$ cat src/rtl/core_pipe_exec_mdu_issue_if.sv
// Request/response bus between the execute-stage issue logic and the multiply/divide unit.
// The MDU holds mdu_ready/mdu_rd until it sees mdu_flush.
interface core_pipe_exec_mdu_issue_if #(
   parameter int unsigned XLEN = 64
);
   logic            mdu_valid;
   logic            mdu_op_word;
   logic            mdu_op_mul;
   logic            mdu_op_mulh;
   logic            mdu_op_mulhu;
   logic            mdu_op_mulhsu;
   logic            mdu_op_div;
   logic            mdu_op_divu;
   logic            mdu_op_rem;
   logic            mdu_op_remu;
   logic [XLEN-1:0] mdu_rs1;
   logic [XLEN-1:0] mdu_rs2;
   logic            mdu_flush;
   logic            mdu_ready;
   logic [XLEN-1:0] mdu_rd;

   modport master (
      output mdu_valid, mdu_op_word, mdu_op_mul, mdu_op_mulh, mdu_op_mulhu, mdu_op_mulhsu,
             mdu_op_div, mdu_op_divu, mdu_op_rem, mdu_op_remu, mdu_rs1, mdu_rs2, mdu_flush,
      input  mdu_ready, mdu_rd
   );

   modport slave (
      input  mdu_valid, mdu_op_word, mdu_op_mul, mdu_op_mulh, mdu_op_mulhu, mdu_op_mulhsu,
             mdu_op_div, mdu_op_divu, mdu_op_rem, mdu_op_remu, mdu_rs1, mdu_rs2, mdu_flush,
      output mdu_ready, mdu_rd
   );
endinterface

$ cat src/rtl/core_pipe_exec_mdu_issue.sv
// Execute-stage MDU initiator: issues one M-extension op, waits for the result (with watchdog),
// re-arms the MDU with a flush strobe and hands the result to writeback.
module core_pipe_exec_mdu_issue #(
   parameter int unsigned XLEN    = 64,
   parameter int unsigned TIMEOUT = 127
) (
   input  logic                       g_clk,
   input  logic                       g_resetn,
   input  logic                       flush,
   input  logic                       s_valid,
   output logic                       s_ready,
   input  logic [2:0]                 s_funct3,
   input  logic                       s_op_word,
   input  logic [XLEN-1:0]            s_rs1,
   input  logic [XLEN-1:0]            s_rs2,
   input  logic [4:0]                 s_rd_addr,
   core_pipe_exec_mdu_issue_if.master mdu,
   output logic                       m_valid,
   input  logic                       m_ready,
   output logic [4:0]                 m_rd_addr,
   output logic [XLEN-1:0]            m_rd_wdata,
   output logic                       busy,
   output logic                       timeout
);

   localparam logic [1:0] ST_IDLE = 2'd0;
   localparam logic [1:0] ST_RUN  = 2'd1;
   localparam logic [1:0] ST_CLR  = 2'd2;
   localparam logic [1:0] ST_OUT  = 2'd3;

   localparam logic [6:0] WDOG_MAX = 7'(TIMEOUT);

   logic [1:0]      state;
   logic [7:0]      op_q;      // one-hot, bit index == funct3
   logic            word_q;
   logic [XLEN-1:0] rs1_q;
   logic [XLEN-1:0] rs2_q;
   logic [4:0]      rd_q;
   logic [6:0]      wdog;
   logic            accept;

   assign s_ready = g_resetn && !flush &&
                    ((state == ST_IDLE) || ((state == ST_OUT) && m_ready));
   assign accept  = s_valid && s_ready;
   assign busy    = (state != ST_IDLE);

   always_ff @(posedge g_clk) begin
      if (!g_resetn) begin
         state      <= ST_IDLE;
         op_q       <= '0;
         word_q     <= 1'b0;
         rs1_q      <= '0;
         rs2_q      <= '0;
         rd_q       <= '0;
         wdog       <= '0;
         m_valid    <= 1'b0;
         m_rd_addr  <= '0;
         m_rd_wdata <= '0;
         timeout    <= 1'b0;
      end else if (flush) begin
         state   <= ST_IDLE;
         m_valid <= 1'b0;
      end else begin
         // accept can only fire from IDLE or OUT, so it never races the RUN watchdog update
         if (accept) begin
            op_q   <= 8'(1) << s_funct3;
            word_q <= s_op_word;
            rs1_q  <= s_rs1;
            rs2_q  <= s_rs2;
            rd_q   <= s_rd_addr;
            wdog   <= '0;
         end
         case (state)
            ST_IDLE: begin
               if (accept) state <= ST_RUN;
            end
            ST_RUN: begin
               wdog <= wdog + 7'd1;
               if (mdu.mdu_ready) begin
                  m_rd_wdata <= mdu.mdu_rd;
                  m_rd_addr  <= rd_q;
                  m_valid    <= 1'b1;
                  state      <= ST_CLR;
               end else if (wdog == WDOG_MAX) begin
                  m_rd_wdata <= '0;
                  m_rd_addr  <= rd_q;
                  m_valid    <= 1'b1;
                  timeout    <= 1'b1;
                  state      <= ST_CLR;
               end
            end
            ST_CLR: begin
               state <= ST_OUT;
            end
            default: begin
               if (m_ready) begin
                  m_valid <= 1'b0;
                  state   <= accept ? ST_RUN : ST_IDLE;
               end
            end
         endcase
      end
   end

   assign mdu.mdu_valid     = (state == ST_RUN) && !flush;
   assign mdu.mdu_flush     = flush || (state == ST_CLR);
   assign mdu.mdu_op_word   = word_q;
   assign mdu.mdu_op_mul    = op_q[0];
   assign mdu.mdu_op_mulh   = op_q[1];
   assign mdu.mdu_op_mulhsu = op_q[2];
   assign mdu.mdu_op_mulhu  = op_q[3];
   assign mdu.mdu_op_div    = op_q[4];
   assign mdu.mdu_op_divu   = op_q[5];
   assign mdu.mdu_op_rem    = op_q[6];
   assign mdu.mdu_op_remu   = op_q[7];
   assign mdu.mdu_rs1       = rs1_q;
   assign mdu.mdu_rs2       = rs2_q;

endmodule

$ cat src/flat_wrapper.sv
// flat-port wrapper written by rule: the top's interface ports become plain ports
module core_pipe_exec_mdu_issue_flat 
#(
   parameter int unsigned XLEN    = 64,
   parameter int unsigned TIMEOUT = 127
)
  (g_clk, g_resetn, flush, s_valid, s_ready, s_funct3, s_op_word, s_rs1, s_rs2, s_rd_addr, m_valid, m_ready, m_rd_addr, m_rd_wdata, busy, timeout, mdu_mdu_valid, mdu_mdu_op_word, mdu_mdu_op_mul, mdu_mdu_op_mulh, mdu_mdu_op_mulhu, mdu_mdu_op_mulhsu, mdu_mdu_op_div, mdu_mdu_op_divu, mdu_mdu_op_rem, mdu_mdu_op_remu, mdu_mdu_rs1, mdu_mdu_rs2, mdu_mdu_flush, mdu_mdu_ready, mdu_mdu_rd);
  core_pipe_exec_mdu_issue_if #(.XLEN(XLEN)) mdu_i ();
  input  logic g_clk;
  input  logic g_resetn;
  input  logic flush;
  input  logic s_valid;
  output logic s_ready;
  input  logic [2:0] s_funct3;
  input  logic s_op_word;
  input  logic [XLEN-1:0] s_rs1;
  input  logic [XLEN-1:0] s_rs2;
  input  logic [4:0] s_rd_addr;
  output logic m_valid;
  input  logic m_ready;
  output logic [4:0] m_rd_addr;
  output logic [XLEN-1:0] m_rd_wdata;
  output logic busy;
  output logic timeout;
  output wire logic [$bits(mdu_i.mdu_valid)-1:0] mdu_mdu_valid;
  output wire logic [$bits(mdu_i.mdu_op_word)-1:0] mdu_mdu_op_word;
  output wire logic [$bits(mdu_i.mdu_op_mul)-1:0] mdu_mdu_op_mul;
  output wire logic [$bits(mdu_i.mdu_op_mulh)-1:0] mdu_mdu_op_mulh;
  output wire logic [$bits(mdu_i.mdu_op_mulhu)-1:0] mdu_mdu_op_mulhu;
  output wire logic [$bits(mdu_i.mdu_op_mulhsu)-1:0] mdu_mdu_op_mulhsu;
  output wire logic [$bits(mdu_i.mdu_op_div)-1:0] mdu_mdu_op_div;
  output wire logic [$bits(mdu_i.mdu_op_divu)-1:0] mdu_mdu_op_divu;
  output wire logic [$bits(mdu_i.mdu_op_rem)-1:0] mdu_mdu_op_rem;
  output wire logic [$bits(mdu_i.mdu_op_remu)-1:0] mdu_mdu_op_remu;
  output wire logic [$bits(mdu_i.mdu_rs1)-1:0] mdu_mdu_rs1;
  output wire logic [$bits(mdu_i.mdu_rs2)-1:0] mdu_mdu_rs2;
  output wire logic [$bits(mdu_i.mdu_flush)-1:0] mdu_mdu_flush;
  input wire logic [$bits(mdu_i.mdu_ready)-1:0] mdu_mdu_ready;
  input wire logic [$bits(mdu_i.mdu_rd)-1:0] mdu_mdu_rd;
  assign mdu_mdu_valid = mdu_i.mdu_valid;
  assign mdu_mdu_op_word = mdu_i.mdu_op_word;
  assign mdu_mdu_op_mul = mdu_i.mdu_op_mul;
  assign mdu_mdu_op_mulh = mdu_i.mdu_op_mulh;
  assign mdu_mdu_op_mulhu = mdu_i.mdu_op_mulhu;
  assign mdu_mdu_op_mulhsu = mdu_i.mdu_op_mulhsu;
  assign mdu_mdu_op_div = mdu_i.mdu_op_div;
  assign mdu_mdu_op_divu = mdu_i.mdu_op_divu;
  assign mdu_mdu_op_rem = mdu_i.mdu_op_rem;
  assign mdu_mdu_op_remu = mdu_i.mdu_op_remu;
  assign mdu_mdu_rs1 = mdu_i.mdu_rs1;
  assign mdu_mdu_rs2 = mdu_i.mdu_rs2;
  assign mdu_mdu_flush = mdu_i.mdu_flush;
  assign mdu_i.mdu_ready = mdu_mdu_ready;
  assign mdu_i.mdu_rd = mdu_mdu_rd;
  core_pipe_exec_mdu_issue #(.XLEN(XLEN), .TIMEOUT(TIMEOUT)) u_core (.g_clk(g_clk), .g_resetn(g_resetn), .flush(flush), .s_valid(s_valid), .s_ready(s_ready), .s_funct3(s_funct3), .s_op_word(s_op_word), .s_rs1(s_rs1), .s_rs2(s_rs2), .s_rd_addr(s_rd_addr), .mdu(mdu_i), .m_valid(m_valid), .m_ready(m_ready), .m_rd_addr(m_rd_addr), .m_rd_wdata(m_rd_wdata), .busy(busy), .timeout(timeout));
endmodule
$ cat config.mk
export PLATFORM = sky130hd
export DESIGN_NAME = core_pipe_exec_mdu_issue_flat
export DESIGN_NICKNAME = d
export VERILOG_FILES = /design/src/rtl/core_pipe_exec_mdu_issue_if.sv /design/src/rtl/core_pipe_exec_mdu_issue.sv /design/src/flat_wrapper.sv
export SDC_FILE = /design/constraint.sdc
export NUM_CORES = 1
export LEC_CHECK = 0
export CAP_MARGIN = 30
export CORE_AREA = 2 2 162 164
export CTS_CLUSTER_DIAMETER = 40
export DETAILED_ROUTE_END_ITERATION = 10
export DIE_AREA = 0 0 164 166
export GPL_TIMING_DRIVEN = 0
export PLACE_DENSITY = 0.79
export SYNTH_ARGS = -nofsm -noshare
export SYNTH_HDL_FRONTEND = slang
export SYNTH_SLANG_ARGS = --single-unit
export TNS_END_PERCENT = 10
$ cat constraint.sdc
create_clock -name g_clk -period 2 [get_ports g_clk]
set_clock_uncertainty 0.15 [all_clocks]
set_input_delay 0.2 -clock g_clk [delete_from_list [all_inputs] [get_ports g_clk]]
set_output_delay 0.2 -clock g_clk [all_outputs]
set_load 0.03 [all_outputs]
Word level (Yosys, flattened, before mapping)

Cells that the tools add are included.

Register bits: 222
Input port bits: 207
Output and inout bits: 212
Logic and storage cells: 61

Add/sub/neg operators: 1
Equal/unequal tests: 6
Shift operators: 1
Mux-type cells: 16
Bitwise gates (word level): 4
Reduce and logical (&&, ||, !) cells: 22

Operators with widths:

| kind                  | number |
|---|---|
| $mux W64              | 2 |
| $mux W7               | 2 |
| $mux W5               | 2 |
| $reduce_and A3 Y1     | 3 |
| $mux W2               | 4 |
| $reduce_bool A2 Y1    | 4 |
| $shl A1 B3 Y8 const A | 1 |
| $add A7 B1 Y7 const B | 1 |
| $eq A7 B7 Y1 const B  | 1 |
| $pmux W2 S3           | 1 |
| $logic_and A1 B1 Y1   | 5 |
| $eq A2 B2 Y1 const B  | 2 |
| $mux W1               | 4 |
| $not A1 Y1            | 4 |
| $reduce_and A2 Y1     | 2 |
| $reduce_and A4 Y1     | 1 |
| $reduce_bool A4 Y1    | 1 |
| $reduce_or A2 Y1      | 2 |
| $ne A3 B2 Y1 const B  | 1 |
| $eq A2 B1 Y1 const B  | 1 |
| $logic_not A2 Y1      | 1 |
| $logic_or A1 B1 Y1    | 2 |
| $ne A2 B1 Y1 const B  | 1 |
| $pmux W1 S2           | 1 |
| $logic_not A1 Y1      | 1 |

Logic depth before layout (Yosys ltp)

Gate-level depths: netlist of the first run.

Depth in word-level cells: 8
Mapped depth: 10
Gate-level depth less buffers: 7

Least setup slack after synthesis of the first run

Ideal clock, no wire load.

Kind: register -> register
Start point: register u_core.state[1]
End point: register u_core.m_rd_wdata[0]
Setup time: 0.117 ns
Arrival: 1.790 ns
Data required time: 1.733 ns
Slack: -0.057 ns
Stages on the path, launching flop included: 11
Buffers on the path: 3
Period minus slack after synthesis: 2.057 ns
Path through: dfxtp_1 > inv_1 > ha_1 > nand2b_1 > buf_2 > inv_2 > o2bb2ai_4 > nor2b_1 > buf_4 > buf_6 > a22o_1

Cells in the longest elaborated chain, start to end: 2

Ends and longest elaborated chain:

| element                     | line                           | source |
|---|---|---|
| start: declaration          | core_pipe_exec_mdu_issue.sv:33 | `logic [1:0] state;` |
| start signal: assignment    | core_pipe_exec_mdu_issue.sv:98 | `state <= accept ? ST_RUN : ST_IDLE;` |
| $eq A2 B1 Y1                | core_pipe_exec_mdu_issue.sv:73 | `case (state)` |
| $reduce_and A3 Y1 (no line) | -                              |  |
| end signal: assignment      | core_pipe_exec_mdu_issue.sv:80 | `m_rd_wdata <= mdu.mdu_rd;` |
| end: declaration            | core_pipe_exec_mdu_issue.sv:21 | `output logic [XLEN-1:0] m_rd_wdata,` |

Every way passes these cells.
A chain may end at the register's enable or synchronous reset.

Final worst setup path of the first run

Start point: register u_core.state[0]
End point: output port mdu_mdu_flush

Cells in the longest elaborated chain, start to end: 2

Ends and longest elaborated chain:

| element            | line                            | source |
|---|---|---|
| $eq A2 B2 Y1       | core_pipe_exec_mdu_issue.sv:106 | `assign mdu.mdu_flush = flush \|\| (state == ST_CLR);` |
| $logic_or A1 B1 Y1 | core_pipe_exec_mdu_issue.sv:106 |  |
| end: declaration   | flat_wrapper.sv:37              | `output wire logic [$bits(mdu_i.mdu_flush)-1:0] mdu_mdu_flush;` |

Every way passes these cells.

==> metrics.md, run 1 <==
| Metric | Value |
|---|---|
| Outcome | finished clean |
| CP startpoint | u_core.state[0]$_SDFFE_PP0P_ |
| Top cell type's share of synthesized area | 55.2% |
| RSZ-0062 raised after global routing | yes |
| Gate power share | 9.9% |
| Ys flop type | dfxtp_1 |
| Asr flop ratio synth | 0% |
| HPWL Detailed | 20.3 mm |
| Initial antenna violation count | 0 |
| Die W | 164 µm |
| GR Util All Layers | 19.8% |
| Register share of total power | 36.3% |
| DRC | 0 |
| # diodes | 0 |
| Setup TNS | 0 ns |
| CTS buffer count | 38 |
| Worst-path clk slew | 0.05 ns |
| Post-synth EDFFs | 0 |
| Sw frac | 23.0% |
| Hold Vio Cnt, Final | 0 |
| Via-to-Cell Ratio | 4.68 |
| Final Hold Slack | 0.100 ns |
| Nets | 1536 |
| Commonest non-fill, non-tap cell in the layout | clkdlybuf4s50_1 |
| Design Area, Final | 14200 µm² |
| Clock buffer depth | 3 |
| Setup Crit Path Kind | reg2out |
| Commonest non-fill, non-tap cells in the layout | 412 x clkdlybuf4s50_1, 282 x nand2_1, 220 x dfxtp_1 |
| Share of cells above drive strength 1 | 9.68% |
| Synth warn | 0 |
| Hold WC Path Type | in2reg |
| R2R Setup Slk | 0.06 ns |
| Placed insts | 1612 |
| CTS tree | done |
| Psw | 2.91 mW |
| Worst EP required | 1.65 ns |
| Placer Congestion | 0.812 |
| H-tree depth | 2 |
| Seq/Total Area, Yosys | 55.2% |
| Critical Path End Type | output pin |
| Leakage | 5.23 nW |
| Initial core utilization | 31.4% |
| Worst-Skew Late Latency | 0.50 ns |
| Pwr/cell area | 888 nW/µm² |
| Final Slew Violations | 0 |
| Arrival @ worst endpoint | 1.60 ns |
| Fillers | 2209 |
| Synth area leaders | dfxtp_1 55%, a21boi_0 13%, nand2_1 13%, a22o_1 7.1%, buf_2 1.6% |
| Final setup viols | 0 |
| Final period utilization | 97.5% |
| R2R Path End | u_core.op_q[2]$_SDFFE_PN0P_ |
| Slew headroom | 53.1% |
| VDD IR max | 0.739 mV |
| Dpl cell area | 12700 µm² |
| TritonRoute pass-1 iters | 6 |
| Post-synth cell types | 39 |
| Avg Inst Size Synth | 9.38 µm² |
| Vias | 7895 |
| Biggest area consumer among synthesized cells | dfxtp_1 |
| Startpoint class of the critical path | register |
| I/O Buffers | 418 |
| Clk root buf | clkbuf_16 |
| Cells after Synth | 859 |
| Register bit count reported by yosys | 222 |
| Clk sinks | 222 |
| Vias in the first global route | 8118 |
| Wirelength, routed | 27.9 mm |
| CTS Hold Bufs | 0 |
| Int Pwr | 9.72 mW |
| Per-cell routed wire length | 16.5 µm |
| Max Clk Rate | 0.513 GHz |
| FF-to-FF Start | u_core.state[1]$_SDFFE_PP0P_ |
| Minimum clock period | 1.95 ns |
| MaxCap Viol Count | 0 |
| Pin count of the biggest net entering global routing | 12 |
| Io pins | 419 |
| CP endpoint | mdu_mdu_flush |
| Final ANT Viol Nets | 0 |
| Clock power frac | 53.8% |
| Hold Path Stages | 3 |
| Non-filler cells, final | 1688 |
| Die area | 27200 µm² |
| Post-Syn Nets | 1072 |
| Core Rows | 59 |
| Post-Syn Area | 8060 µm² |
| First-pass GRT wire length | 42.8 mm |
| Worst slew pin tran | 0.704 ns |
| Iter 0 DRT Violations | 327 |
| CP Max Fanout | 5 |
| Die height | 166 µm |
| GRT overflow | 0 |
| Core ar. | 25600 µm² |
| Area growth from synthesis to layout | 76.6% |
| Cells on worst reg2reg path | 7 |
## worst max-delay path, stage by stage (launching register included)
cell     delay, ns
dfxtp_4       0.38
inv_2         0.06
ha_1          0.22
or2_2         0.27
buf_4         0.17
## worst min path at each step
stage	startpoint	endpoint
4_1_cts	s_rs1[53]	u_core.mdu.mdu_rs1[53]$_SDFFE_PN0P_
2_1_floorplan	m_ready	u_core.m_valid$_SDFFE_PP0P_
3_3_place_gp	u_core.op_q[2]$_SDFFE_PN0P_	u_core.op_q[2]$_SDFFE_PN0P_
6_report	s_rs1[6]	u_core.mdu.mdu_rs1[6]$_SDFFE_PN0P_
5_1_grt	s_rs1[58]	u_core.mdu.mdu_rs1[58]$_SDFFE_PN0P_
3_5_place_dp	u_core.op_q[2]$_SDFFE_PN0P_	u_core.op_q[2]$_SDFFE_PN0P_
## registers in the layout (all words and copies together) (netlist names), 2 cells and up
signal	flops
u_core.state	2
u_core.op_q	8
u_core.mdu.mdu_rs1	64
u_core.mdu.mdu_rs2	64
u_core.m_rd_wdata	64
u_core.wdog	7
u_core.rd_q	5
u_core.m_rd_addr	5
## per-stage QoR
stage          power [mW]  utilization (%)  setup slack (ns)
2_1_floorplan        5.16                -            0.0124
3_3_place_gp         5.88             49.4            -0.688
3_5_place_dp         5.90             49.4            -0.717
4_1_cts              12.8             55.1           -0.0230
5_1_grt              13.1             55.5           -0.0246
6_report             12.6             55.5            0.0493
## timing repair
| action | 4_1_cts | 5_1_grt |
|---|---|---|
| setup buffers | 1 | 4 |
| pin swaps | 0 | 2 |
| gates cloned | 0 | 1 |
| setup endpoints to repair | 212 | 199 |
| gates resized for setup | 56 | 47 |
## synth_stat cells (all sizes together) (3+ instances only)
cell type / instances
inv: 5
clkbuf: 30
nand2: 282
nor2b: 8
a31oi: 4
nor3: 3
ha: 6
nand4b: 4
nor2: 7
and3: 3
buf: 33
mux2i: 6
a21boi: 144
dfxtp: 222
a21oi: 3
a22o: 65
nand3: 5
o21ai: 9
## cell type report
class                   count  area (µm²)  share of cell area (%)
plain buffers              63         433                    3.04
clock buffers              48        1040                    7.31
clock inverters            22         318                    2.23
inverters                   5        23.8                   0.167
multi-input cells         569        3320                    23.4
flip-flops and latches    222        4450                    31.3
well taps                 335         419                    2.95
repair buffers            424        4220                    29.7
## power groups by stage
stage / Combinational, mW / Clock [mW] / Sequential (mW)
6_report: 1.25 / 6.79 / 4.59
5_1_grt: 1.34 / 7.16 / 4.60
4_1_cts: 1.24 / 6.93 / 4.59
3_5_place_dp: 1.22 / 0 / 4.68
3_3_place_gp: 1.21 / 0 / 4.67
2_1_floorplan: 0.291 / 0 / 4.87
## logic make-up after synthesis
| logic type | synth area share (%) |
|---|---|
| simple gates | 16.2 |
| fa+ha+maj | 0.932 |
| compound gates | 22.7 |
| mux | 0.746 |
| buf+inv | 4.21 |
| flops | 55.2 |
## metal layers
layer  wire [µm]  vias to the layer above  GRT usage, %
li1            -                     3855             -
met1       11100                     3650          22.3
met2       13500                      319          34.6
met3        2300                       71          5.89
met4        1060                        0          8.12
met5           0                        -             0
Power figures use the tool's default switching activity.
==> run 2, diff against run 1 <==
--- a/config.mk
+++ b/config.mk
@@ -5,9 +5,11 @@
 export SDC_FILE = /design/constraint.sdc
 export NUM_CORES = 1
 export LEC_CHECK = 0
+export ABC_CLOCK_PERIOD_IN_PS = 2000
 export CAP_MARGIN = 30
 export CORE_AREA = 2 2 162 164
 export CTS_CLUSTER_DIAMETER = 40
+export CTS_CLUSTER_SIZE = 8
 export DETAILED_ROUTE_END_ITERATION = 10
 export DIE_AREA = 0 0 164 166
 export GPL_TIMING_DRIVEN = 0
==> run 2 against run 1 <==
Against the previous run:
- critical path depth unchanged
- design area down 0.51%
- cell count down 0.18%
- worst setup slack worse by 0.0055 ns
- largest power group unchanged
- global-route usage down 0.24 points
- critical path type unchanged
- die area unchanged
- largest cell class unchanged
- routed wire length down 0.87%
- highest routed layer unchanged
- sequential share of layout area up 0.16 points
- utilization down 0.28 points
- hold slack better by 0.0055 ns
==> metrics.md, run 2 (synthesis results as in run 1) <==
| Metric | Value |
|---|---|
| Outcome | finished clean |
| CTS tree | done |
| Placer Congestion | 0.812 |
| Final worst setup slack | 0.0438 ns |
| RSZ-0062 raised after global routing | yes |
| VDD IR max | 0.749 mV |
| Hold WC Path Type | in2reg |
| Gate power share | 10.2% |
| Hold Vio Cnt, Final | 0 |
| Share of cells above drive strength 1 | 9.33% |
| HPWL Detailed | 20.3 mm |
| Via-to-Cell Ratio | 4.65 |
| Final Slew Violations | 0 |
| Register share of total power | 37.5% |
| Int Pwr | 9.48 mW |
| Minimum clock period | 1.96 ns |
| Wirelength, routed | 27.7 mm |
| I/O Buffers | 418 |
| Commonest non-fill, non-tap cells in the layout | 413 x clkdlybuf4s50_1, 282 x nand2_1, 220 x dfxtp_1 |
| Die height | 166 µm |
| Vias | 7828 |
| Initial core utilization | 31.4% |
| Non-filler cells, final | 1685 |
| R2R Setup Slk | 0.05 ns |
| CTS Hold Bufs | 0 |
| Io pins | 419 |
| # diodes | 0 |
| Nets | 1539 |
| Clock buffer depth | 3 |
| Core ar. | 25600 µm² |
| Setup TNS | 0 ns |
| Final setup viols | 0 |
| Clock power frac | 52.4% |
| Startpoint class of the critical path | register |
| Initial antenna violation count | 0 |
| Vias in the first global route | 7907 |
| MaxCap Viol Count | 0 |
| Leakage | 5.17 nW |
| GRT overflow | 0 |
| Worst-Skew Late Latency | 0.49 ns |
| Max Clk Rate | 0.511 GHz |
| Die W | 164 µm |
| CP startpoint | u_core.state[0]$_SDFFE_PP0P_ |
| Arrival @ worst endpoint | 1.61 ns |
| TritonRoute pass-1 iters | 4 |
| Worst-path clk slew | 0.05 ns |
| CTS buffer count | 41 |
| FF-to-FF Start | u_core.state[1]$_SDFFE_PP0P_ |
| Sw frac | 22.7% |
| Area growth from synthesis to layout | 75.7% |
| Pwr/cell area | 867 nW/µm² |
| Clk root buf | clkbuf_16 |
| Iter 0 DRT Violations | 306 |
| Total power | 12.3 mW |
| H-tree depth | 2 |
| GR Util All Layers | 19.5% |
| CP endpoint | mdu_mdu_flush |
| DRC | 0 |
| First-pass GRT wire length | 42.4 mm |
| Critical Path End Type | output pin |
| Final ANT Viol Nets | 0 |
| R2R Path End | u_core.op_q[2]$_SDFFE_PN0P_ |
| Final period utilization | 97.8% |
| Per-cell routed wire length | 16.4 µm |
| Dpl ws | -0.717 ns |
| Slew headroom | 51.3% |
| Clk sinks | 222 |
| Psw | 2.78 mW |
| Pin count of the biggest net entering global routing | 11 |
| Placed insts | 1612 |
| Cells on worst reg2reg path | 7 |
| Worst slew pin tran | 0.731 ns |
| Worst EP required | 1.65 ns |
| Core Rows | 59 |
| CP Max Fanout | 5 |
| Fin util | 55.3% |
| Commonest non-fill, non-tap cell in the layout | clkdlybuf4s50_1 |
| Setup Crit Path Kind | reg2out |
| Die area | 27200 µm² |
[run 2: per-layer routing]
layer  vias up  share of wire [%]  GRT usage [%]
met3        50                7.9           5.99
li1       3853                  -              -
met1      3634                 40           22.6
met4         0                2.7           6.67
met5         -                  0              0
met2       291                 49           34.1
[run 2: power groups by stage]
stage | Sequential, mW | Combinational [mW] | Clock (mW)
after global placement | 4.67 | 1.21 | 0
after floorplan | 4.87 | 0.291 | 0
after global routing | 4.60 | 1.34 | 6.81
final | 4.60 | 1.25 | 6.42
after CTS | 4.59 | 1.24 | 6.57
after detailed placement | 4.68 | 1.22 | 0
[run 2: stage by stage]
step	instance area (µm²)	hold WS, ns
after global placement	12700	0.294
final	14200	0.106
after floorplan	8060	0.163
after global routing	14200	0.0993
after CTS	14000	0.0838
after detailed placement	12700	0.301
[run 2: layout make-up]
type                       count  area, µm²
buffer                        63        429
clock buffer                  54       1110
clock inverter                13        164
fill                        2224      11500
inverter                       5       23.8
multi-input combinational    569       3330
sequential                   222       4450
tap                          335        419
timing repair buffer         424       4220
[run 2: worst min-delay path by stage]
stage	slack, ns	depth (start not counted)	from	to
6_report	0.11	3	s_rs1[53]	u_core.mdu.mdu_rs1[53]$_SDFFE_PN0P_
5_1_grt	0.1	3	s_rs1[33]	u_core.mdu.mdu_rs1[33]$_SDFFE_PN0P_
4_1_cts	0.08	3	s_rs1[53]	u_core.mdu.mdu_rs1[53]$_SDFFE_PN0P_
3_5_place_dp	0.30	2	u_core.op_q[2]$_SDFFE_PN0P_	u_core.op_q[2]$_SDFFE_PN0P_
3_3_place_gp	0.29	2	u_core.op_q[2]$_SDFFE_PN0P_	u_core.op_q[2]$_SDFFE_PN0P_
2_1_floorplan	0.16	1	m_ready	u_core.m_valid$_SDFFE_PP0P_
[run 2: critical path, cell delays in order, from the launching register on]
cell and delay (ns):
dfxtp_4 0.38, inv_2 0.06, ha_1 0.22, or2_2 0.27
buf_2 0.19
[run 2: repair_timing]
item	in CTS	in global routing
gates resized for setup	56	41
setup endpoints to repair	212	204
hold endpoints to repair	0	0
gates cloned	0	2
setup buffers	1	3
pin swaps	0	2
==> run 3, diff against run 2 <==
--- a/config.mk
+++ b/config.mk
@@ -7,13 +7,14 @@
 export LEC_CHECK = 0
 export ABC_CLOCK_PERIOD_IN_PS = 2000
 export CAP_MARGIN = 30
-export CORE_AREA = 2 2 162 164
+export CORE_AREA = 2 2 165 167
+export CTS_BUF_LIST = sky130_fd_sc_hd__clkbuf_4 sky130_fd_sc_hd__clkbuf_8
 export CTS_CLUSTER_DIAMETER = 40
 export CTS_CLUSTER_SIZE = 8
 export DETAILED_ROUTE_END_ITERATION = 10
-export DIE_AREA = 0 0 164 166
+export DIE_AREA = 0 0 167 169
 export GPL_TIMING_DRIVEN = 0
-export PLACE_DENSITY = 0.79
+export PLACE_DENSITY = 0.77
 export SYNTH_ARGS = -nofsm -noshare
 export SYNTH_HDL_FRONTEND = slang
 export SYNTH_SLANG_ARGS = --single-unit
==> run 3 against run 2 <==
Against the previous run:
- die area rose by 3.7%
- non-clock buffer count is 2 higher
- utilization is 3.4 points lower
- combinational power barely moved
- hold slack worse by 0.032 ns
- global-route usage fell by 1.3 points
- sequential power is essentially flat
- power decreased by 17%
- critical path type unchanged
==> metrics.md, run 3 (synthesis results as in run 1) <==
| Metric | Value |
|---|---|
| I/O Buffers | 418 |
| Outcome | finished clean |
| Initial core utilization | 30.4% |
| Final period utilization | 97.4% |
| Worst EP required | 1.65 ns |
| Worst slew pin tran | 0.515 ns |
| Met3 GRT Util | 5.73% |
| Hold WC Path Type | in2reg |
| Pin count of the biggest net entering global routing | 11 |
| Dpl ws | -0.732 ns |
| CP bufs+invs | 1 |
| HPWL Detailed | 20.3 mm |
| Final setup viols | 0 |
| Clk root buf | clkbuf_8 |
| Vias in the first global route | 7762 |
| Placer Congestion | 0.776 |
| Vias | 7840 |
| Worst-path clk slew | 0.06 ns |
| MaxCap Viol Count | 0 |
| Leakage | 5.04 nW |
| Max stage delay on crit path | 0.69 ns |
| Startpoint class of the critical path | register |
| Setup Crit Path Kind | reg2out |
| Final Slew Violations | 0 |
| CP Cell Sequence | clkdlybuf4s50_1 |
| Met2 GRT Util | 31.9% |
| Io pins | 419 |
| Clock buffer depth | 3 |
| CP delay by family, top | buffers and inverters |
| Critical Path End Type | output pin |
| Slew headroom | 65.7% |
| Fillers | 2389 |
| Commonest non-fill, non-tap cells in the layout | 408 x clkdlybuf4s50_1, 282 x nand2_1, 220 x dfxtp_1 |
| CP Max Fanout | 2 |
| TritonRoute pass-1 iters | 4 |
| Worst-Skew Late Latency | 0.53 ns |
| GRT busiest layer | met2 |
| GRT overflow | 0 |
| First-pass GRT wire length | 41.6 mm |
| H-tree depth | 2 |
| Max Clk Rate | 0.514 GHz |
| Final Hold Slack | 0.0734 ns |
| Die area | 28200 µm² |
| VDD IR max | 0.527 mV |
| Arrival @ worst endpoint | 1.60 ns |
| Die W | 167 µm |
| Share of cells above drive strength 1 | 9.66% |
| Nets | 1539 |
| Wirelength, routed | 27.5 mm |
| Pwr/cell area | 742 nW/µm² |
| RSZ-0062 raised after global routing | yes |
| Final ANT Viol Nets | 0 |
| Clk sinks | 222 |
| Final worst setup slack | 0.0528 ns |
| # diodes | 0 |
| Commonest non-fill, non-tap cell in the layout | clkdlybuf4s50_1 |
| Iter 0 DRT Violations | 363 |
| Die height | 169 µm |
| GR Util All Layers | 18.3% |
| Initial antenna violation count | 0 |
| DRC | 0 |
| Fin util | 51.9% |
| CTS tree | done |
| Via-to-Cell Ratio | 4.65 |
| CTS buffer count | 39 |
| Area growth from synthesis to layout | 70.7% |
| Core Rows | 60 |
| Minimum clock period | 1.95 ns |
| Met1 GRT Util | 20.9% |
| Hold Vio Cnt, Final | 0 |
| Core ar. | 26500 µm² |
| Per-cell routed wire length | 16.3 µm |
| Critical path's slowest cell | clkdlybuf4s50_1 |
run 3: cell types whose count changed in the layout (fill, tap and decap cells not counted), moves of 5 or more:
| cell | previous run | this run |
|---|---|---|
| a21boi_1 | 8 | 20 |
| clkbuf_16 | 41 | 1 |
| clkbuf_1 | 29 | 20 |
| clkdlybuf4s50_1 | 413 | 408 |
| clkbuf_8 | 4 | 48 |
| clkbuf_4 | 5 | 10 |
| a21boi_0 | 136 | 124 |
run 3: worst paths after layout:
kind	startpoint	to	slack (ns)	cells past startpoint
hold / removal	s_rs1[49]	u_core.mdu.mdu_rs1[49]$_SDFFE_PN0P_	0.07	3
setup reg to reg	u_core.state[1]$_SDFFE_PP0P_	u_core.op_q[2]$_SDFFE_PN0P_	0.07	7
setup / recovery	u_core.mdu.mdu_rs1[45]$_SDFFE_PN0P_	mdu_mdu_rs1[45]	0.05	1
hold reg to reg	u_core.op_q[2]$_SDFFE_PN0P_	u_core.op_q[2]$_SDFFE_PN0P_	0.30	2
run 3: power breakdown:
group	internal (mW)	total (mW)	leakage, nW	switching (mW)
Combinational	0.689	1.26	2.84	0.569
Clock	2.51	4.37	0.406	1.86
Sequential	4.53	4.58	1.80	0.0550
run 3: routing by layer:
layer / wire [µm] / vias to the layer above
met3: 2410 / 56
met1: 11000 / 3603
met5: 0 / -
li1: - / 3840
met4: 724 / 0
met2: 13400 / 341
run 3: final cells by class:
type / instances / area, µm² / share of cell area, %
clock buffer: 53 / 698 / 5.08
clock inverter: 8 / 108 / 0.782
tap: 341 / 427 / 3.10
buffer: 63 / 434 / 3.16
timing repair buffer: 426 / 4280 / 31.1
inverter: 5 / 26.3 / 0.191
sequential: 222 / 4450 / 32.4
multi-input combinational: 569 / 3330 / 24.2
run 3: through the flow:
| stage | instances | TNS (ns) | power, mW | cell area [µm²] |
|---|---|---|---|---|
| 6_report | 1687 | 0 | 10.2 | 13800 |
| 5_1_grt | 1687 | -0.0359 | 10.6 | 13800 |
| 4_1_cts | 1684 | 0 | 10.3 | 13600 |
| 3_5_place_dp | 1618 | -111.52 | 5.89 | 12700 |
| 3_3_place_gp | 1618 | -110.68 | 5.88 | 12700 |
| 2_1_floorplan | 859 | 0 | 5.16 | 8060 |
run 3: worst register-to-register path: cells and delay by family (launching register included):
kind | cells | cell delay (ns)
adders and majority gates | 1 | 0.17
buffers and inverters | 2 | 0.26
DFF | 1 | 0.36
AOI/OAI and AO/OA | 2 | 0.19
and+or+nand+nor | 2 | 0.71
run 3: what timing repair did:
action / CTS / global route
resized for setup: 70 / 48
hold buffers: 0 / 0
gates cloned: 1 / 1
pin swaps: 0 / 2
setup endpoints to repair: 215 / 176
buffers inserted: 4 / 2
